--- config.mk ---
export PLATFORM = sky130hd
export DESIGN_NAME = ifetch_unit
export DESIGN_NICKNAME = d
export VERILOG_FILES = /design/src/rtl/ifetch_unit.sv
export SDC_FILE = /design/constraint.sdc
export NUM_CORES = 1
export LEC_CHECK = 0
export BUFFER_PORTS_ARGS = -buffer_cell sky130_fd_sc_hd__buf_4
export CAP_MARGIN = 20
export CORE_MARGIN = 4
export CORE_UTILIZATION = 30
export DETAILED_ROUTE_END_ITERATION = 10
export PLACE_DENSITY = 0.56
export SKIP_LAST_GASP = 1
export SYNTH_ARGS = -nofsm -noshare
export SYNTH_HDL_FRONTEND = slang
export SYNTH_SLANG_ARGS = --single-unit
export TNS_END_PERCENT = 100
--- constraint.sdc ---
create_clock -name clk -period 4.5 [get_ports clk]
set_input_delay 0.9 -clock clk [delete_from_list [all_inputs] [get_ports clk]]
set_output_delay 0.9 -clock clk [all_outputs]
set_load 0.03 [all_outputs]
--- src/rtl/ifetch_unit.sv ---
// Instruction-fetch stage: issues one word request at a time to instruction memory
// and buffers {pc, instr} pairs in a show-ahead queue for decode.
module ifetch_unit #(
    parameter int DEPTH = 2
) (
    input  logic        clk,
    input  logic        rstN,
    input  logic [31:0] pcIn,
    input  logic        flush,
    output logic        imemReqValid,
    output logic [31:0] imemReqAddr,
    input  logic        imemReqReady,
    input  logic        imemRespValid,
    input  logic [31:0] imemRespData,
    output logic        pcAdvance,
    output logic        instrValid,
    output logic [31:0] instrOut,
    output logic [31:0] instrPc,
    input  logic        idReady
);
    localparam int CW = $clog2(DEPTH + 1);
    localparam int PW = (DEPTH > 1) ? $clog2(DEPTH) : 1;

    typedef enum logic [1:0] {IDLE, WAIT, DROP} state_e;
    typedef struct packed {
        logic [31:0] pc;
        logic [31:0] instr;
    } entry_t;

    state_e              state_q, state_d;
    logic [CW-1:0]       count_q, count_d;
    logic [PW-1:0]       rd_ptr_q, rd_ptr_d, wr_ptr_q, wr_ptr_d;
    logic [31:0]         out_pc_q, out_pc_d;
    entry_t [DEPTH-1:0]  mem_q, mem_d;
    logic                pop, resp_acc;
    logic [CW:0]         occ_next;

    function automatic logic [PW-1:0] ptr_inc(input logic [PW-1:0] p);
        return (p == PW'(DEPTH - 1)) ? '0 : p + 1'b1;
    endfunction

    assign instrValid = (count_q != '0);
    assign pop        = instrValid & idReady & ~flush;
    assign resp_acc   = imemRespValid & (state_q == WAIT) & ~flush;
    // Occupancy after this cycle's push/pop; a request is only issued if its response will fit.
    assign occ_next   = {1'b0, count_q} + {{CW{1'b0}}, resp_acc} - {{CW{1'b0}}, pop};

    always_ff @(posedge clk or negedge rstN) begin
        if (!rstN) begin
            state_q  <= IDLE;
            count_q  <= '0;
            rd_ptr_q <= '0;
            wr_ptr_q <= '0;
            out_pc_q <= '0;
            mem_q    <= '0;
        end else begin
            state_q  <= state_d;
            count_q  <= count_d;
            rd_ptr_q <= rd_ptr_d;
            wr_ptr_q <= wr_ptr_d;
            out_pc_q <= out_pc_d;
            mem_q    <= mem_d;
        end
    end

    always_comb begin
        state_d = state_q;
        unique case (state_q)
            IDLE: if (pcAdvance) state_d = WAIT;
            WAIT: begin
                if (imemRespValid)  state_d = pcAdvance ? WAIT : IDLE;
                else if (flush)     state_d = DROP;
            end
            DROP: if (imemRespValid) state_d = IDLE;
            default: state_d = IDLE;
        endcase
    end

    // Held low during reset so an abandoned fetch is not re-issued before release.
    always_comb begin
        imemReqValid = 1'b0;
        if (rstN && !flush && (occ_next < (CW+1)'(DEPTH)))
            imemReqValid = (state_q == IDLE) | ((state_q == WAIT) & imemRespValid);
    end

    assign imemReqAddr = {pcIn[31:2], 2'b00};
    assign pcAdvance   = imemReqValid & imemReqReady;
    assign instrOut    = instrValid ? mem_q[rd_ptr_q].instr : '0;
    assign instrPc     = instrValid ? mem_q[rd_ptr_q].pc    : '0;

    always_comb begin
        count_d  = count_q;
        rd_ptr_d = rd_ptr_q;
        wr_ptr_d = wr_ptr_q;
        mem_d    = mem_q;
        out_pc_d = pcAdvance ? pcIn : out_pc_q;
        if (flush) begin
            count_d  = '0;
            rd_ptr_d = '0;
            wr_ptr_d = '0;
        end else begin
            if (resp_acc) begin
                mem_d[wr_ptr_q] = '{pc: out_pc_q, instr: imemRespData};
                wr_ptr_d        = ptr_inc(wr_ptr_q);
            end
            if (pop) rd_ptr_d = ptr_inc(rd_ptr_q);
            count_d = occ_next[CW-1:0];
        end
    end
endmodule

==> results summary <==
The sequential fraction of the synthesis area came out at 54.8%. The worst setup path is captured at a primary output. The final-report max-slew violation count is 0. Clock skew on the completed layout was measured at 0.0117 ns.

The row count is 57. The commonest cells after synthesis are sky130_fd_sc_hd__dfrtp_1 (166), sky130_fd_sc_hd__mux2_2 (132), sky130_fd_sc_hd__nor2_1 (69). The number of cells on the worst reg-to-reg path came out at 11. The routed wire length on met2 came out at 8570 um.

The area growth from synthesis to layout came out at 25.8%. In the final routed layout, each cell accounts on average for 16.8 um. The worst-case headroom to the max-slew limit is 27.9%. The startpoint identified for the worst register-to-register timing path is count_q[1]. The proportion of register bits with asynchronous set or reset after synthesis came out at 100%. The die height came out at 167 um. The count of buffers from port buffering is 166. The filler cell count is 2363.

The count of antenna diodes in the layout is 0. The worst setup slack after layout is 0.218 ns. The number of synthesis warnings came out at 0. The post-synthesis instance total came out at 551. The vias per cell came out at 4.58. IR analysis of the VDD net gives a maximum drop of 0.197 mV.

The first-pass iteration count of the detailed router is 4. The number of maximum-capacitance constraint violations is 0. The number of H-tree levels is 4. The TritonCTS buffer count came out at 17.

The maximum clock frequency came out at 0.234 GHz. The summed negative setup slack over all endpoints came out at 0 ns. The quantity of hold-fixing buffers added after cts came out at 0.

The pin count of the biggest net entering global routing is 75. The multi-input logic area came out at 3000 um^2. The summed instance area of the synthesized netlist is 7580 um^2. The detailed-route wire length is 17100 um. The worst min-delay path category is in2async. The number of flops mapped to enable cells by yosys is 0. The highest layer used for signal routing is met4.

The post-place setup slack came out at 0.0463 ns. The number of antenna violations at the first check in global routing came to 0. For this design the static power due to leakage is 4.54 nW. Global routing consumed, over all layers together, 12.2% of the routing resources. The area enclosed by the die boundary is 27900 um^2. The region available for standard cell placement spans 24600 um^2. Detailed routing placed a total of 747 um of wire on met3.

The synthesized area divided by synthesized cell count came out at 13.7 um^2. For this run the aggregate overflow at the end of global routing stands at 0. The final-stage net count came out at 755. The clock slew seen by the registers of the worst setup and hold paths came out at 0.07 ns.

The met1 wire length is 7590 um. Setup repair after global routing left no endpoint under its margin. The maximum fanout encountered on the critical timing path came out at 9. STA puts the critical path data arrival time at 3.38 ns. The slowest stage of the critical path is the sky130_fd_sc_hd__or4_4 cell.

The run finished with clean final reports. In the post-synthesis netlist, the cell with the most instances is sky130_fd_sc_hd__dfrtp_1. The half-perimeter wire length after detailed placement came out at 11300 um.

The starting DRC count in detailed routing came out at 185. The critical path goes through buf_4, nand4bb_1, ha_1, inv_1, ha_1, inv_1, fa_1, nand4bb_1, or4_4, inv_1, buf_4. The final-report setup violation count is 0.

The via count of the first global-routing pass is 5242. The buffer cell driving the clock tree root is sky130_fd_sc_hd__clkbuf_16. TritonCTS built the clock tree. The deepest clock path buffer count is 2. At the end of routability-driven placement, the weighted congestion stood at 0.710. Setup slack on the worst reg-to-reg path comes out at 0.95 ns. The footprint of the flip-flops and latches is 4160 um^2.

The critical path is of the in2out type. The final worst-path cycle share came out at 95.2%. The library cell appearing most often on the critical path is sky130_fd_sc_hd__inv_1.

The transition time of the tightest slew-check pin is 1.08 ns. sky130_fd_sc_hd__dfrtp_1 takes more of the synthesized area than any other cell. Among all flip-flop cells after synthesis, the most frequent one is sky130_fd_sc_hd__dfrtp_1. In the post-synthesis netlist, the biggest area contributors are sky130_fd_sc_hd__dfrtp_1 (55%), sky130_fd_sc_hd__mux2_2 (20%), sky130_fd_sc_hd__mux2i_1 (8.5%), sky130_fd_sc_hd__mux2_4 (5.5%), sky130_fd_sc_hd__nor2_1 (3.4%). STA classifies the critical path startpoint as a primary input. The count of distinct cell types in the synthesized netlist is 27.

The post-detailed-route DRC marker count came out at 0. Subtracting the final worst setup slack from the clock period gives 4.28 ns. The via count is 4670. The number of register bits inferred by synthesis came out at 166.

After synthesis, the largest area contributor takes up 54.8% of total cell area. The total clock sinks is 166. The overall power consumption is 4.50 mW. The starting density of the core is 30.8%. The count of nets left with antenna violations after detail routing came out at 0.

The global-route wire length before repair came out at 27500 um. The worst register-to-register path ends at out_pc_q[27]. The number of I/O pins is 169. The width of the chip is 167 um. The hold violation count in the final report came out at 0. The ratio of total power to cell area came out at 472 nW/um^2. The clock latency reported for the late side of the worst-skew pair came out at 0.42 ns. The maximum single-stage delay on the critical path came out at 0.58 ns. In the final layout, the share of cells above drive strength 1 is 53.5%. The endpoint required time on the critical path came out at 3.60 ns.
-- power by group --
part	leakage (nW)	switching (mW)	internal, mW	total (mW)
clock network	0.286	0.615	0.853	1.47
logic	2.12	0.396	0.539	0.935
registers	2.13	0.217	1.88	2.10
total	4.54	1.23	3.27	4.50
-- logic make-up after synthesis --
kind of cell,count (synthesis),share of synthesized area (%)
other cells,1,0.0495
xor+xnor,3,0.347
flops,166,54.8
simple gates,80,4.46
fa+ha+maj,3,0.595
compound gates,3,0.248
buf+inv,71,5.85
mux,224,33.6
-- flip-flops by register name, summed over array words and instances, names as in the netlist --
| register | count |
|---|---|
| wr_ptr_q | 1 |
| state_q | 2 |
| mem_q | 128 |
| out_pc_q | 32 |
| rd_ptr_q | 1 |
| count_q | 2 |
-- worst max path at each step --
stage / start / slack [ns] / endpoint
CTS: flush / 0.03 / pcAdvance
floorplan: flush / 0.22 / pcAdvance
global placement: flush / 0.17 / pcAdvance
detailed placement: flush / 0.05 / pcAdvance
global route: flush / 0.15 / pcAdvance
finish: flush / 0.22 / pcAdvance
-- metal layers --
layer / vias to the layer above / track usage [%]
met3: 16 / 2.84
met5: - / 0
met4: 0 / 3.56
li1: 2127 / -
met2: 122 / 21.1
met1: 2405 / 15.2
-- cell usage in the layout (no fill, tap or decap), drive strengths merged, types with 2 or more instances in the layout --
master	netlist	layout
nand3b	2	2
mux2	160	160
buf	56	175
xor2	2	2
clkinv	0	5
mux2i	64	64
nor2b	2	2
ha	2	2
nor2	70	70
nand4bb	2	2
clkinvlp	0	3
conb	1	2
clkbuf	8	19
inv	7	10
bufinv	0	2
dfrtp	166	166
-- layout make-up --
type,instances,share of cell area (%)
clock buffers,19,4.75
well taps,324,4.25
inverters,7,0.276
repair buffers,175,14.1
multi-input cells,315,31.5
flip-flops and latches,166,43.6
clock inverters,13,1.52
-- worst max-delay path: cells and delay by family --
kind	cells	cell delay, ns
adders and majority gates	3	1.00
buffers and inverters	5	0.50
and+or+nand+nor	3	0.98
-- per-stage QoR --
step	std cells	area [um^2]	util (%)	hold WS [ns]
2_1_floorplan	552	7580	-	0.479
3_3_place_gp	987	8930	36.3	0.487
3_5_place_dp	987	8930	36.3	0.494
4_1_cts	1019	9530	38.7	0.295
5_1_grt	1019	9530	38.7	0.303
6_report	1019	9530	38.7	0.308
-- timing repair --
action | in CTS | in global routing
setup endpoints to repair | 0 | 1
gates resized for setup | 0 | 1
buffers inserted | 0 | 0
No activity file was read; power rests on OpenSTA's default activity.
